$ cat src/rtl/scroll_engine.sv
// scroll_engine: moves text-buffer lines up/down inside [top, bottom] and
// blanks the vacated lines, one RAM cell per cycle.
// Optional feature macro: SCROLL_ENGINE_FILL_ATTR_EN (blank cells take the
// attribute latched from fill_attr at accept instead of BLANK's attribute).
module scroll_engine #(
  parameter int unsigned       COLUMNS = 80,
  parameter int unsigned       LINES   = 24,
  parameter int unsigned       ADDR_W  = 12,
  parameter int unsigned       CHAR_W  = 16,
  parameter logic [CHAR_W-1:0] BLANK   = 16'h0720
) (
  input  logic              clk,
  input  logic              rst,
  input  logic              req_valid,
  input  logic              req_dir,
  input  logic [7:0]        req_step,
  input  logic [7:0]        req_top,
  input  logic [7:0]        req_bottom,
  input  logic [7:0]        fill_attr,
  output logic              busy,
  output logic              done,
  output logic              lost,
  output logic [ADDR_W-1:0] ram_raddr,
  input  logic [CHAR_W-1:0] ram_rdata,
  output logic              ram_we,
  output logic [ADDR_W-1:0] ram_waddr,
  output logic [CHAR_W-1:0] ram_wdata
);

  localparam int unsigned       COL_W    = $clog2(COLUMNS);
  localparam logic [ADDR_W-1:0] COL_STEP = ADDR_W'(COLUMNS);
  localparam logic [COL_W-1:0]  COL_LAST = COL_W'(COLUMNS - 1);
  localparam logic [8:0]        LINES_9  = 9'(LINES);

  typedef enum logic [2:0] {IDLE, COPY, DRAIN, CLEAR, FINISH} state_t;

  // Start address of a line; constant multiply only, reduces to shifts/adds.
  function automatic logic [ADDR_W-1:0] line_base(input logic [7:0] line);
    return ADDR_W'(32'(line) * COLUMNS);
  endfunction

  state_t             state_q, state_d;
  logic               dir_q, dir_d;
  logic [7:0]         s_q, s_d;
  logic [ADDR_W-1:0]  src_base_q, src_base_d;
  logic [ADDR_W-1:0]  dst_base_q, dst_base_d;
  logic [ADDR_W-1:0]  clr_base_q, clr_base_d;
  logic [COL_W-1:0]   col_q, col_d;
  logic [7:0]         lines_left_q, lines_left_d;
  logic               busy_q, busy_d;
  logic               done_q, done_d;
  logic               lost_q, lost_d;
  logic               we_q, we_d;
  logic               cp_sel_q, cp_sel_d;
  logic [ADDR_W-1:0]  raddr_q, raddr_d;
  logic [ADDR_W-1:0]  waddr_q, waddr_d;
  logic [CHAR_W-1:0]  wdata_q, wdata_d;

  logic [8:0]         req_height;
  logic               req_ok;
  logic [7:0]         req_s;
  logic [7:0]         req_copy_lines;
  logic               accept;
  logic [CHAR_W-1:0]  blank_val;

  assign accept = (state_q == IDLE) && req_valid && !busy_q;

  // Request decode: validity, clamped step and number of lines to copy
  always_comb begin
    req_height     = 9'(req_bottom) - 9'(req_top) + 9'd1;
    req_ok         = (req_top <= req_bottom) && (9'(req_bottom) < LINES_9);
    req_s          = 8'd0;
    if (req_ok) begin
      req_s = (9'(req_step) < req_height) ? req_step : req_height[7:0];
    end
    req_copy_lines = req_ok ? 8'(req_height - 9'(req_s)) : 8'd0;
  end

`ifdef SCROLL_ENGINE_FILL_ATTR_EN
  logic [7:0] attr_q, attr_d;

  // Capture the fill attribute together with the request
  always_comb begin
    attr_d = attr_q;
    if (accept) attr_d = fill_attr;
  end

  // Fill attribute register
  always_ff @(posedge clk or posedge rst) begin
    if (rst) attr_q <= 8'd0;
    else     attr_q <= attr_d;
  end

  assign blank_val = CHAR_W'({attr_q, BLANK[7:0]});
`else
  logic unused_fill_attr;
  assign unused_fill_attr = ^fill_attr;
  assign blank_val        = BLANK;
`endif

  // Next-state and output computation
  always_comb begin
    state_d      = state_q;
    dir_d        = dir_q;
    s_d          = s_q;
    src_base_d   = src_base_q;
    dst_base_d   = dst_base_q;
    clr_base_d   = clr_base_q;
    col_d        = col_q;
    lines_left_d = lines_left_q;
    busy_d       = busy_q;
    done_d       = 1'b0;
    lost_d       = lost_q | (req_valid & busy_q);
    we_d         = 1'b0;
    cp_sel_d     = 1'b0;
    raddr_d      = raddr_q;
    waddr_d      = waddr_q;
    wdata_d      = wdata_q;

    case (state_q)
      IDLE: begin
        if (accept) begin
          busy_d       = 1'b1;
          dir_d        = req_dir;
          s_d          = req_s;
          col_d        = '0;
          lines_left_d = req_copy_lines;
          if (req_dir) begin
            src_base_d = line_base(req_bottom - req_s);
            dst_base_d = line_base(req_bottom);
            clr_base_d = line_base(req_top);
          end else begin
            src_base_d = line_base(req_top + req_s);
            dst_base_d = line_base(req_top);
            clr_base_d = line_base(req_bottom - req_s + 8'd1);
          end
          raddr_d = src_base_d;
          state_d = (req_copy_lines != 8'd0) ? COPY : DRAIN;
        end
      end

      COPY: begin
        // Read issued this cycle is written next cycle
        waddr_d  = dst_base_q + ADDR_W'(col_q);
        we_d     = 1'b1;
        cp_sel_d = 1'b1;
        if (col_q == COL_LAST) begin
          col_d        = '0;
          lines_left_d = lines_left_q - 8'd1;
          if (lines_left_q == 8'd1) begin
            state_d = DRAIN;
          end else begin
            if (dir_q) begin
              src_base_d = src_base_q - COL_STEP;
              dst_base_d = dst_base_q - COL_STEP;
            end else begin
              src_base_d = src_base_q + COL_STEP;
              dst_base_d = dst_base_q + COL_STEP;
            end
            raddr_d = src_base_d;
          end
        end else begin
          col_d   = col_q + COL_W'(1);
          raddr_d = raddr_q + ADDR_W'(1);
        end
      end

      DRAIN: begin
        if (s_q != 8'd0) begin
          state_d      = CLEAR;
          we_d         = 1'b1;
          waddr_d      = clr_base_q;
          wdata_d      = blank_val;
          col_d        = '0;
          lines_left_d = s_q;
        end else begin
          state_d = FINISH;
        end
      end

      CLEAR: begin
        // Vacated lines are contiguous in memory in both directions
        if ((col_q == COL_LAST) && (lines_left_q == 8'd1)) begin
          state_d = FINISH;
        end else begin
          we_d    = 1'b1;
          waddr_d = waddr_q + ADDR_W'(1);
          if (col_q == COL_LAST) begin
            col_d        = '0;
            lines_left_d = lines_left_q - 8'd1;
          end else begin
            col_d = col_q + COL_W'(1);
          end
        end
      end

      FINISH: begin
        state_d = IDLE;
        busy_d  = 1'b0;
        done_d  = 1'b1;
      end

      default: state_d = IDLE;
    endcase
  end

  // State and output registers
  always_ff @(posedge clk or posedge rst) begin
    if (rst) begin
      state_q      <= IDLE;
      dir_q        <= 1'b0;
      s_q          <= 8'd0;
      src_base_q   <= '0;
      dst_base_q   <= '0;
      clr_base_q   <= '0;
      col_q        <= '0;
      lines_left_q <= 8'd0;
      busy_q       <= 1'b0;
      done_q       <= 1'b0;
      lost_q       <= 1'b0;
      we_q         <= 1'b0;
      cp_sel_q     <= 1'b0;
      raddr_q      <= '0;
      waddr_q      <= '0;
      wdata_q      <= '0;
    end else begin
      state_q      <= state_d;
      dir_q        <= dir_d;
      s_q          <= s_d;
      src_base_q   <= src_base_d;
      dst_base_q   <= dst_base_d;
      clr_base_q   <= clr_base_d;
      col_q        <= col_d;
      lines_left_q <= lines_left_d;
      busy_q       <= busy_d;
      done_q       <= done_d;
      lost_q       <= lost_d;
      we_q         <= we_d;
      cp_sel_q     <= cp_sel_d;
      raddr_q      <= raddr_d;
      waddr_q      <= waddr_d;
      wdata_q      <= wdata_d;
    end
  end

  assign busy      = busy_q;
  assign done      = done_q;
  assign lost      = lost_q;
  assign ram_raddr = raddr_q;
  assign ram_we    = we_q;
  assign ram_waddr = waddr_q;
  // Copy writes forward the read data arriving this cycle; clears use the held blank.
  assign ram_wdata = cp_sel_q ? ram_rdata : wdata_q;

endmodule

$ cat config.mk
export PLATFORM = sky130hd
export DESIGN_NAME = scroll_engine
export DESIGN_NICKNAME = d
export VERILOG_FILES = /design/src/rtl/scroll_engine.sv
export SDC_FILE = /design/constraint.sdc
export NUM_CORES = 1
export LEC_CHECK = 0
export CAP_MARGIN = 10
export CORE_MARGIN = 5
export CORE_UTILIZATION = 40
export DETAILED_ROUTE_END_ITERATION = 16
export SYNTH_ARGS = -nofsm -noshare
export SYNTH_HDL_FRONTEND = slang
export SYNTH_SLANG_ARGS = --single-unit
$ cat constraint.sdc
create_clock -name clk -period 2.3 [get_ports clk]
set_clock_uncertainty 0.05 [all_clocks]
set_input_delay 0.23 -clock clk [delete_from_list [all_inputs] [get_ports clk]]
set_output_delay 0.23 -clock clk [all_outputs]
set_load 0.05 [all_outputs]
==> impl_summary.txt <==
----------------------------------------------------
[Die]
  Initial cell density of the core ... roughly two fifths
  Die W ... 154 um
  Top Ports ... 96
  Die outline area ... 23600 sq um
  Cell row count ... 52
  Core area ... 20300 sq um
  Overall die height ... 154 um

[STA]
  Count of endpoints failing setup in the final report ... 42
  Final clock period utilization by the worst path ... 269%
  Final worst setup slack ... -3.89 ns
  Final Hold Fails ... 0
  Tightest hold margin ... 0.262 ns
  Transition time at the pin with the least slew margin ... 0.553 ns
  Tmin final ... roughly 6.2 ns
  Worst slew margin relative to its limit ... 63.0%
  Maximum clock frequency ... around 160 MHz
  Max-slew violation total from the final report ... 0
  RSZ-0062 raised after global routing ... yes
  Setup TNS ... -104.36 ns

[Synth]
  Sequential share of the synthesized area ... 24.5%
  Post-synth EDFFs ... 0
  Fraction of post-synthesis cell area in the top cell type by area ... 24.5%
  Post-synthesis area per instance ... roughly 8.2 sq um
  Synth async-reset ratio ... 100%
  Post-Synthesis Net Count ... 1183
  Synthesis warning total ... 0
  Synth area leaders ... sky130_fd_sc_hd__dfrtp_1, sky130_fd_sc_hd__ha_1, sky130_fd_sc_hd__o21ai_0
  Most frequently used flop master after synthesis ... sky130_fd_sc_hd__dfrtp_1
  Number of distinct library cells after synthesis ... 75
  Register bit count reported by yosys ... 81
  Area of the mapped netlist ... about 8300 sq um
  Library cell occupying the most area in the post-synthesis netlist ... sky130_fd_sc_hd__dfrtp_1
  Gate Count Post-Synth ... roughly 1000

[Clock network]
  Clock latency at the later pin of the worst-skew pair ... 0.35 ns
  Clock tree from TritonCTS ... built
  Clock transition at path regs ... around 0.060 ns
  CTS Sinks ... 81
  CTS H-tree lvls ... 3
  Number of buffers added to fix hold violations after cts ... 0
  Root cell of the clock tree ... sky130_fd_sc_hd__clkbuf_16
  Maximum buffer depth of the clock tree ... 2
  Num CTS Buffers ... 9

[Final layout]
  Total inserted antenna cells ... 0
  Final layout net count ... 1498
  Final core area utilization ... 63.6%
  Layout cell share with drive strength beyond 1 ... between 30% and 40%
  Area Overhead vs Synth ... 56.3%

[Power]
  Total design power ... 11.5 mW
  Internal power consumption ... 6.29 mW
  Maximum resistive drop on vdd ... ~440 uV
  Relative contribution of the clock network to total power ... 13.4%
  Power per cell area ... 889 nW/um^2
  Comb power frac ... between 60% and 70%
  Sequential fraction of design power ... 19.2%
  Switching power ... 5.19 mW
  Static leakage ... 6.00 nW
  Sw Share ... 45.2%

[Global routing]
  Pin count of the biggest net entering global routing ... slightly below 60
  Wire length of the first global-routing pass ... 40000 um
  Antenna violations before repair ... 0
  Remaining global-route overflow ... 0
  Vias in the first global route ... about 8000
  Global-route usage over all layers ... about a fifth

[Detailed routing]
  Routed Antenna Nets ... 0
  Routed WL ... between 20000 and 30000 um
  Average vias per placed instance ... 5.24
  Detailed-router iteration count before antenna repair ... 6
  Number of DRC violations after detailed routing ... 0
  WL per Instance ... 16.0 um
  Iteration-0 DRC count of the detailed router ... 328
  DR vias ... 8343

[Setup path]
  Standard cell with the maximum stage delay on the critical path ... sky130_fd_sc_hd__clkdlybuf4s50_1
  Required time reported for the critical path endpoint ... 2.54 ns
  Worst Setup Start Kind ... input port
  Slowest Stage Delay on Critical Path ... around 0.47 ns
  Endpoint arrival time on the critical path ... 6.43 ns
  Critical Path Sink Type ... register
  Biggest fanout along the worst timing path ... 4
  Start-to-end type of the worst setup path ... input port to register

[Place]
  Pre-CTS WS ... -4.88 ns
  Final GP Congestion ... 0.904
  Placed wire-length estimate after detailed placement ... 19200 um
  IO Port Bufs ... 87

[Flow run]
  Number of maximum-capacitance violations ... 0

[Status]
  Violated checks ... setup timing
  Outcome ... finished with violations

[Hold path]
  Worst hold path type ... input port to async pin

----------------------------------------------------
cell usage in the layout, fill, tap and decap left out, types with 35 or more instances in the layout:
master	netlist	layout
sky130_fd_sc_hd__ha_1	116	78
sky130_fd_sc_hd__a21oi_1	72	40
sky130_fd_sc_hd__o21ai_0	89	53
sky130_fd_sc_hd__buf_4	1	212
sky130_fd_sc_hd__o21ai_1	9	39
sky130_fd_sc_hd__nand2_1	95	92
sky130_fd_sc_hd__dfrtp_1	81	80
sky130_fd_sc_hd__xnor2_1	48	37
sky130_fd_sc_hd__inv_1	75	52
sky130_fd_sc_hd__nor2_1	92	80
sky130_fd_sc_hd__buf_6	0	35
sky130_fd_sc_hd__ha_4	0	37
sky130_fd_sc_hd__clkdlybuf4s50_1	0	72
critical path: cells and delay by family:
| family | cells | cell delay [ns] |
|---|---|---|
| AO/OA/AOI/OAI | 6 | 0.82 |
| AND/OR/NAND/NOR | 10 | 1.58 |
| buffers and inverters | 6 | 0.88 |
| multiplexers | 1 | 0.32 |
| XOR/XNOR | 4 | 0.66 |
| adder cells (fa/ha/maj) | 7 | 1.92 |
power by group through the flow:
stage               Combinational (mW)  Clock, mW  Sequential (mW)
floorplan                         3.62          0             2.74
global placement                  6.41          0             2.20
detailed placement                6.51          0             2.22
CTS                               7.08       1.56             2.19
global route                      8.38       1.61             2.26
finish                            7.74       1.54             2.21
cell type report:
class                           instances  area (sq um)
Multi-Input combinational cell        816          7030
Clock inverter                          6          73.8
Fill cell                            1690          7380
Timing Repair Buffer                  335          2900
Tap cell                              270           338
Sequential cell                        81          2030
Clock buffer                           10           239
Inverter                               75           308
kinds of logic after synthesis:
group / share of synthesized area (%)
mux: 1.88
buf+inv: 4.95
fa+ha+maj: 20.6
xor+xnor: 8.74
simple gates: 18.3
flops: 24.5
compound gates: 21.0
sequential cells by signal (all words and copies together) (netlist names):
name,count
dst_base_q,8
dir_q,1
col_q,7
src_base_q,8
clr_base_q,8
wdata_q,1
ram_we,1
busy,1
s_q,8
state_q,3
done,1
lost,1
ram_waddr,12
lines_left_q,8
ram_raddr,12
cp_sel_q,1
cell usage after synthesis, types with 14 or more instances:
cell type and n:
sky130_fd_sc_hd__nand2_1 95, sky130_fd_sc_hd__nand3_1 18, sky130_fd_sc_hd__a21oi_1 72, sky130_fd_sc_hd__inv_1 75
sky130_fd_sc_hd__xor2_1 30, sky130_fd_sc_hd__and3_1 14, sky130_fd_sc_hd__clkbuf_1 23, sky130_fd_sc_hd__dfrtp_1 81
sky130_fd_sc_hd__nor2_1 92, sky130_fd_sc_hd__mux2i_1 14, sky130_fd_sc_hd__o21ai_0 89, sky130_fd_sc_hd__and2_1 15
sky130_fd_sc_hd__ha_1 116, sky130_fd_sc_hd__xnor2_1 48, sky130_fd_sc_hd__nor3_1 14, sky130_fd_sc_hd__a21o_1 28
per-stage QoR:
stage / std cells / area (sq um)
global placement: 1538 / 11200
CTS: 1578 / 12200
global route: 1593 / 12900
detailed placement: 1538 / 11200
floorplan: 1003 / 8540
finish: 1593 / 12900
final timing paths:
kind / start / end / slack [ns] / cells after the start
min in group clk: req_top[1] / clr_base_q[5]$_DFFE_PP0P_ / 0.35 / 4
worst min register to register: lost$_DFF_PP0_ / lost$_DFF_PP0_ / 0.41 / 1
max in group asynchronous: rst / dir_q$_DFFE_PP0P_ / 1.64 / 3
worst max register to register: dir_q$_DFFE_PP0P_ / ram_raddr[11]$_DFFE_PP0P_ / -0.17 / 9
worst min-delay path: rst / dst_base_q[10]$_DFFE_PP0P_ / 0.26 / 3
worst max-delay path: req_top[6] / clr_base_q[11]$_DFFE_PP0P_ / -3.89 / 34
metal layers:
metal	GRT usage, %	vias to the layer above	part of all wire [%]
met5	0	-	0
met4	5.26	0	1.4
met3	2.28	29	4.4
met2	35.1	203	49
met1	27.4	3939	45
li1	-	4172	-
repair_timing:
| action | in CTS | in global routing |
|---|---|---|
| endpoints found under the setup margin | 46 | 64 |
| setup buffers | 25 | 21 |
| pin swaps | 78 | 102 |
| gates resized for setup | 132 | 136 |
| hold endpoints to repair | 0 | 0 |
Note: power is estimated with default switching activity, not from simulation.
